$ cat config.mk
export PLATFORM = sky130hd
export DESIGN_NAME = mem_arbiter
export DESIGN_NICKNAME = d
export VERILOG_FILES = /design/src/rtl/mem_arbiter.sv
export SDC_FILE = /design/constraint.sdc
export NUM_CORES = 1
export LEC_CHECK = 0
export BUFFER_PORTS_ARGS = -buffer_cell sky130_fd_sc_hd__buf_2
export CORE_ASPECT_RATIO = 0.9
export CORE_MARGIN = 3
export CORE_UTILIZATION = 25
export CTS_CLUSTER_DIAMETER = 50
export CTS_CLUSTER_SIZE = 12
export DETAILED_ROUTE_END_ITERATION = 12
export PLACE_DENSITY = 0.54
export SLEW_MARGIN = 10
export SYNTH_ARGS = -nofsm -noshare
export SYNTH_HDL_FRONTEND = slang
export SYNTH_SLANG_ARGS = --single-unit
$ cat constraint.sdc
create_clock -name clock -period 2.3 [get_ports clock]
set_input_delay 0.115 -clock clock [delete_from_list [all_inputs] [get_ports clock]]
set_output_delay 0.115 -clock clock [all_outputs]
set_load 0.01 [all_outputs]
$ cat src/rtl/mem_arbiter.sv
// rtl/mem_arbiter.sv - fetch/data arbiter in front of one shared unified memory
//
// Two requesters (instruction fetch, data load/store) share one memory that
// accepts a single outstanding command. Accepted requests are latched in IDLE,
// issued as a one-cycle m_en strobe in ISSUE, and completed in WAIT on m_valid
// or on timeout. Completion is reported one cycle later as a ready pulse on
// the owning port.
//
// Ports:
//   clock, reset_n                    clock, synchronous active-low reset
//   if_req, if_addr                   fetch read request
//   if_rdata, if_ready                fetch completion data and pulse
//   dm_req, dm_we, dm_addr, dm_wdata  data load/store request
//   dm_rdata, dm_ready                data completion data and pulse
//   m_en, m_we, m_addr, m_wdata       memory command (m_en one cycle wide)
//   m_rdata, m_valid                  memory response
//   err                               high with the ready of a timed-out access
//   busy                              high whenever an access is in flight
//
// Build option:
//   MEM_ARBITER_RR_EN  ties alternate between the ports using a last-grant
//                      register; when undefined the data port wins every tie.

module mem_arbiter #(
    parameter int AW      = 32,
    parameter int DW      = 32,
    parameter int TIMEOUT = 15
) (
    input  logic          clock,
    input  logic          reset_n,
    input  logic          if_req,
    input  logic [AW-1:0] if_addr,
    output logic [DW-1:0] if_rdata,
    output logic          if_ready,
    input  logic          dm_req,
    input  logic          dm_we,
    input  logic [AW-1:0] dm_addr,
    input  logic [DW-1:0] dm_wdata,
    output logic [DW-1:0] dm_rdata,
    output logic          dm_ready,
    output logic          m_en,
    output logic          m_we,
    output logic [AW-1:0] m_addr,
    output logic [DW-1:0] m_wdata,
    input  logic [DW-1:0] m_rdata,
    input  logic          m_valid,
    output logic          err,
    output logic          busy
);

    typedef enum logic [1:0] {
        S_IDLE  = 2'd0,
        S_ISSUE = 2'd1,
        S_WAIT  = 2'd2
    } state_t;

    // Counter value reached on the last WAIT cycle before the access is
    // declared timed out.
    localparam logic [7:0] TMO_LAST = 8'(TIMEOUT - 1);

    state_t        state_q, state_d;
    logic          owner_q, owner_d;      // 1 = data port, 0 = fetch port
    logic          we_q, we_d;
    logic [AW-1:0] addr_q, addr_d;
    logic [DW-1:0] wdata_q, wdata_d;
    logic [7:0]    cnt_q, cnt_d;
    logic          if_ready_q, if_ready_d;
    logic          dm_ready_q, dm_ready_d;
    logic          err_q, err_d;
    logic [DW-1:0] if_rdata_q, if_rdata_d;
    logic [DW-1:0] dm_rdata_q, dm_rdata_d;
`ifdef MEM_ARBITER_RR_EN
    logic          last_q, last_d;        // 1 = data port granted last
`endif

    logic if_elig;
    logic dm_elig;
    logic tie_data;
    logic grant_data;
    logic done;
    logic timed_out;

    // A port whose ready is high this cycle is dropping its request, so it
    // must not be granted again off the stale level.
    assign if_elig = if_req & ~if_ready_q;
    assign dm_elig = dm_req & ~dm_ready_q;

`ifdef MEM_ARBITER_RR_EN
    assign tie_data = ~last_q;
`else
    assign tie_data = 1'b1;
`endif

    always_comb begin
        state_d    = state_q;
        owner_d    = owner_q;
        we_d       = we_q;
        addr_d     = addr_q;
        wdata_d    = wdata_q;
        cnt_d      = cnt_q;
        if_ready_d = 1'b0;
        dm_ready_d = 1'b0;
        err_d      = 1'b0;
        if_rdata_d = if_rdata_q;
        dm_rdata_d = dm_rdata_q;
`ifdef MEM_ARBITER_RR_EN
        last_d     = last_q;
`endif
        grant_data = 1'b0;
        done       = 1'b0;
        timed_out  = 1'b0;

        case (state_q)
            S_IDLE: begin
                if (if_elig || dm_elig) begin
                    grant_data = (if_elig && dm_elig) ? tie_data : dm_elig;
                    owner_d    = grant_data;
                    we_d       = grant_data & dm_we;
                    addr_d     = grant_data ? dm_addr : if_addr;
                    wdata_d    = grant_data ? dm_wdata : '0;
`ifdef MEM_ARBITER_RR_EN
                    last_d     = grant_data;
`endif
                    state_d    = S_ISSUE;
                end
            end
            S_ISSUE: begin
                cnt_d   = 8'd0;
                state_d = S_WAIT;
            end
            S_WAIT: begin
                // A response arriving on the final timeout cycle still wins.
                if (m_valid) begin
                    done = 1'b1;
                end else if (cnt_q == TMO_LAST) begin
                    done      = 1'b1;
                    timed_out = 1'b1;
                end else begin
                    cnt_d = cnt_q + 8'd1;
                end
            end
            default: begin
                state_d = S_IDLE;
            end
        endcase

        if (done) begin
            state_d = S_IDLE;
            err_d   = timed_out;
            if (owner_q) begin
                dm_ready_d = 1'b1;
                dm_rdata_d = (timed_out || we_q) ? '0 : m_rdata;
            end else begin
                if_ready_d = 1'b1;
                if_rdata_d = timed_out ? '0 : m_rdata;
            end
        end
    end

    always_ff @(posedge clock) begin
        if (!reset_n) begin
            state_q    <= S_IDLE;
            owner_q    <= 1'b0;
            we_q       <= 1'b0;
            addr_q     <= '0;
            wdata_q    <= '0;
            cnt_q      <= 8'd0;
            if_ready_q <= 1'b0;
            dm_ready_q <= 1'b0;
            err_q      <= 1'b0;
            if_rdata_q <= '0;
            dm_rdata_q <= '0;
`ifdef MEM_ARBITER_RR_EN
            last_q     <= 1'b0;
`endif
        end else begin
            state_q    <= state_d;
            owner_q    <= owner_d;
            we_q       <= we_d;
            addr_q     <= addr_d;
            wdata_q    <= wdata_d;
            cnt_q      <= cnt_d;
            if_ready_q <= if_ready_d;
            dm_ready_q <= dm_ready_d;
            err_q      <= err_d;
            if_rdata_q <= if_rdata_d;
            dm_rdata_q <= dm_rdata_d;
`ifdef MEM_ARBITER_RR_EN
            last_q     <= last_d;
`endif
        end
    end

    assign m_en     = (state_q == S_ISSUE);
    assign m_we     = we_q;
    assign m_addr   = addr_q;
    assign m_wdata  = wdata_q;
    assign if_ready = if_ready_q;
    assign dm_ready = dm_ready_q;
    assign if_rdata = if_rdata_q;
    assign dm_rdata = dm_rdata_q;
    assign err      = err_q;
    assign busy     = (state_q != S_IDLE);

endmodule

# [Word level (Yosys, flattened, before mapping)]
# Index checks and enable logic that the tools add are counted.
[word_totals] reg_bits=143 out_inout_bits=134
[classes] addsub=1 eq_ne=6 mux=17 n_bitwise=8 reduce_logical=13
[ops] operator="32-bit 2-to-1 mux" n=4
[ops] operator="8-bit 2-to-1 mux" n=2
[ops] operator="8-bit case mux with 2 select lines" n=1
[ops] operator="2-bit AND reduction" n=5
[ops] operator="8-bit by 1-bit adder with 8-bit output, second input constant" n=1
[ops] operator="8-bit by 4-bit == test with 1-bit output, second input constant" n=1
[ops] operator="1-bit 2-to-1 mux" n=8
[ops] operator="2-bit != test, second input constant" n=3
[ops] operator="2-bit case mux with 3 select lines" n=1
[ops] operator="1-bit inverter" n=5
[ops] operator="2-bit nonzero test" n=2
[ops] operator="1-bit AND" n=3
[ops] operator="3-bit AND reduction" n=1
[ops] operator="2-bit by 1-bit == test with 1-bit output, second input constant" n=1
[ops] operator="2-bit == test, second input constant" n=1
[ops] operator="2-bit zero test" n=1
[ops] operator="1-bit logical OR" n=2
[ops] operator="2-bit 2-to-1 mux" n=1
[ops] operator="2-bit OR reduction" n=1
[ops] operator="1-bit logical AND" n=1

# [Longest topological paths before layout]
[depth] word_depth=6 mapped_depth=10 ltp_nobuf=6

# [Least setup slack after synthesis]
# Ideal clock, no wire load.
[synth_path] path_type="flip-flop to flip-flop" from="register cnt_q[0]" to="register dm_rdata_q[10] (netlist: dm_rdata[10])" setup_time_ps=122 arrival_ps=1841 t_required_ps=2178 slack_ps=336 path_stages_with_launch=11 n_path_buf=4 path_cell_list="dfxtp_1 > inv_1 > ha_1 > or4b_4 > buf_6 > o21ai_4 > buf_6 > and2_4 > buf_8 > buf_12 > o22ai_2"
[synth_via] elab_chain_len=6 word_cells_on_any_way=9
[synth_lines] item="from (decl)" line_no="66" rtl="logic [7:0] cnt_q, cnt_d;"
[synth_lines] item="from (signal assigned)" line_no="182" rtl="cnt_q <= cnt_d;"
[synth_lines] item="8-bit by 4-bit == test with 1-bit output (*)" line_no="135" rtl="end else if (cnt_q == TMO_LAST) begin"
[synth_lines] item="1-bit 2-to-1 mux (*)" line_no="135"
[synth_lines] item="1-bit 2-to-1 mux" line_no="133" rtl="if (m_valid) begin"
[synth_lines] item="1-bit 2-to-1 mux" line_no="113" rtl="case (state_q)"
[synth_lines] item="1-bit logical OR" line_no="152" rtl="dm_rdata_d = (timed_out || we_q) ? '0 : m_rdata;"
[synth_lines] item="32-bit 2-to-1 mux" line_no="152"
[synth_lines] item="to (signal assigned)" line_no="187" rtl="dm_rdata_q <= dm_rdata_d;"
[synth_lines] item="to (decl)" line_no="71" rtl="logic [DW-1:0] dm_rdata_q, dm_rdata_d;"
# Mark *: on every way between the ends. The rest lies on a longest branch, timed or not.
# A chain may end at the register's enable or synchronous reset.

# [Worst setup path after layout]
[layout_path] from="register state_q[0]" to="register cnt_q[7]"
[layout_via] elab_chain_len=3 word_cells_on_any_way=7
[layout_lines] item="from (decl)" line_no="61" rtl="state_t state_q, state_d;"
[layout_lines] item="from (signal assigned)" line_no="177" rtl="state_q <= state_d;"
[layout_lines] item="2-bit == test / 2-bit by 1-bit == test with 1-bit output (equally long branches)" line_no="113"
[layout_lines] item="2-bit != test (no line) / 2-bit nonzero test (equally long branches)"
[layout_lines] item="3-bit AND reduction (no line)"
# Parallel ways exist; a longest one is shown, timed or not.

==> flow_summary.json <==
{
  "rsz0062_at_grt": "no",
  "die_h_um": 153,
  "synth_edf_count": 0,
  "port_buffers": 267,
  "syn_nets": 778,
  "slew_headroom": 0.533,
  "dpl_cell_area_um2": 7560,
  "cellPowerDensity_nw_per_um2": 774,
  "setup_ws_ns": 0.259,
  "synth_commonest_cells": "dfxtp_1, nor2_1, nand2_1",
  "clock_latency_ns": 0.42,
  "synth_top_area_cell": "dfxtp_1",
  "avgSynthCellArea_um2": 9.33,
  "vias": 5818,
  "gp_congestion": 0.812,
  "ff_latch_area_um2": 2860,
  "p_leak_nw": 3.98,
  "viasPerCell": 4.62,
  "final_nets": 1086,
  "final.setup_skew_ns": 0.0118,
  "route.met2.wl_um": 9750,
  "clock_sinks": 143,
  "final_cell_area_um2": 8790,
  "rows": 52,
  "yosysTopAreaCellShare": 0.480,
  "drc": 0,
  "top_layer": "met4",
  "clockBufferDepth": 2,
  "maxCapViolCount": 0,
  "wl_met1_um": 8320,
  "core_um2": 23000,
  "clkTransAtPathRegs_ns": 0.06,
  "path_max_fanout": 12,
  "min_path_type": "in -> reg",
  "grt_first_pass_wirelength_um": 31100,
  "dp_hpwl_um": 13200,
  "critPathRequiredTime_ns": 2.60,
  "wl_met3_um": 1100,
  "cp_slowest_cell": "mux2_2",
  "syn_inst": 639,
  "ys_types": 47,
  "ys_seq_area_frac": 0.480,
  "syn-cell-area_um2": 5960,
  "ys_top_cells_by_area": "dfxtp_1, o22ai_2, mux2i_1",
  "preCtsSetupSlack_ns": 0.270,
  "grt_overflow": 0,
  "die_x_um": 169,
  "htree_levels": 4,
  "drtIter0Drc": 417,
  "wl_per_cell_um": 15.5,
  "timing_worst_slew_pin_value_ns": 0.701,
  "multiInputGateArea_um2": 2740,
  "start_util": 0.260,
  "syn2layout_area_growth_pct": 47.5,
  "first_pass_iters": 4,
  "gr-usage-all-layers": 0.148,
  "synthArstFlopShare": 0,
  "arrival_ns": 2.34,
  "worstSetupPathType": "reg -> reg",
  "period_minus_slack_ns": 2.04,
  "slew_viol_final": 0,
  "cts-root-buf": "clkbuf_16",
  "cts_made_buffers": 17,
  "crit_path_frequent_cell": "buf_4",
  "post_cts_buffers": 0,
  "fill_cells": 2353,
  "ys_ff_latch": 143,
  "fmax_mhz": 490,
  "grt_start_max_net_pins": 65,
  "cp_cell_sequence": "inv_1 -> ha_1 -> buf_4 -> nand2_1 -> o21ai_4 -> buf_4 -> nor4_1 -> mux2_2",
  "crit_path_start_kind": "register",
  "drive_above_1_share": 0.375,
  "ios": 268,
  "setup_viol": 0,
  "crit_path_end_kind": "register",
  "status": "finished, final reports clean",
  "ys_warn_count": 0,
  "cts-hold-fix-buffers": 65,
  "detail-route-antenna-nets": 0,
  "post-route-period-util": 0.887,
  "yosys.cell_count.top_type": "dfxtp_1",
  "ctsResizeCount": 0,
  "tns_ns": 0,
  "irDropWorstVdd_mv": 0.442,
  "max_stage_delay_ns": 0.37,
  "grt_pass1_vias": 5839,
  "drt-total-wl_um": 19500,
  "synthFlopType": "dfxtp_1",
  "cts_tree": "yes",
  "die_area_um2": 25700,
  "hold_viol": 0,
  "antenna_found_initial": 1
}
[critical path: cells and delay by family, from the launching register on]
kind	cells	cell delay (ns)
muxes	1	0.37
and+or+nand+nor	2	0.45
buffers and inverters	3	0.44
adders and majority gates	1	0.24
DFF	1	0.33
AOI/OAI and AO/OA	1	0.11
[metal layers]
layer  GRT usage  vias to the layer above
met4      0.0429                        0
li1            -                     2924
met5           0                        -
met1       0.178                     2703
met2       0.257                      164
met3      0.0425                       27
[state kept, by name, summed over array words and instances (netlist names), 2 cells and up]
register,flops
if_rdata,32
m_addr,32
cnt_q,8
dm_rdata,32
m_wdata,32
state_q,2
[per-stage QoR]
stage | hold WS, ns | util | power (mW) | std cells
after floorplan | 0.193 | - | 3.55 | 639
after detailed placement | 0.370 | 0.329 | 4.08 | 1160
after global placement | 0.360 | 0.329 | 4.08 | 1160
final | 0.0380 | 0.383 | 6.81 | 1258
after global routing | 0.0449 | 0.383 | 7.17 | 1258
after CTS | 0.0193 | 0.383 | 6.94 | 1257
[kinds of logic (layout without fill, tap and decap cells)]
logic type	after synthesis	in the layout	share of synthesized area
and+or+nand+nor	199	199	0.143
AOI/OAI and AO/OA	185	185	0.245
DFF	143	143	0.480
buffers and inverters	72	393	0.0627
muxes	34	34	0.0573
adders and majority gates	5	5	0.0105
xor gates and xnor gates	1	1	0.00147
other	0	1	0
[area by class of cell]
type | instances | area share
repair buffers | 352 | 0.250
clock inverters | 13 | 0.0142
multi-input cells | 424 | 0.312
clock buffers | 19 | 0.0515
diodes | 1 | 0.000285
inverters | 9 | 0.00384
well taps | 297 | 0.0423
flip-flops and latches | 143 | 0.326
[report_power, final]
part | switching [mW] | internal (mW)
combinational | 0.782 | 0.556
sequential | 0.0912 | 2.67
clock | 1.14 | 1.57
[cells in the final DEF (no fill, tap or decap), types with 3 or more instances in the layout]
cell	instances
buf_2	267
o21ai_1	5
o21ai_0	31
o22ai_2	30
buf_12	5
nand2b_1	3
inv_6	6
o21a_1	3
nor3_1	4
nand2_1	70
o211ai_1	32
a21oi_1	3
dfxtp_1	142
a211oi_1	33
nor2_1	71
buf_4	15
nand3_1	35
a22oi_1	33
ha_1	5
and3_1	4
o22ai_1	3
dlygate4sd3_1	65
clkbuf_16	17
inv_1	8
mux2i_1	33
[path summary, 6_finish.rpt]
kind	startpoint	end	slack [ns]	cells past startpoint
max reg2reg	state_q[0]	cnt_q[7]	0.26	8
min	m_valid	err	0.04	2
max	state_q[0]	cnt_q[7]	0.26	8
min reg2reg	if_rdata[29]	if_rdata[29]	0.47	2
Note: power is estimated with default switching activity, not from simulation.
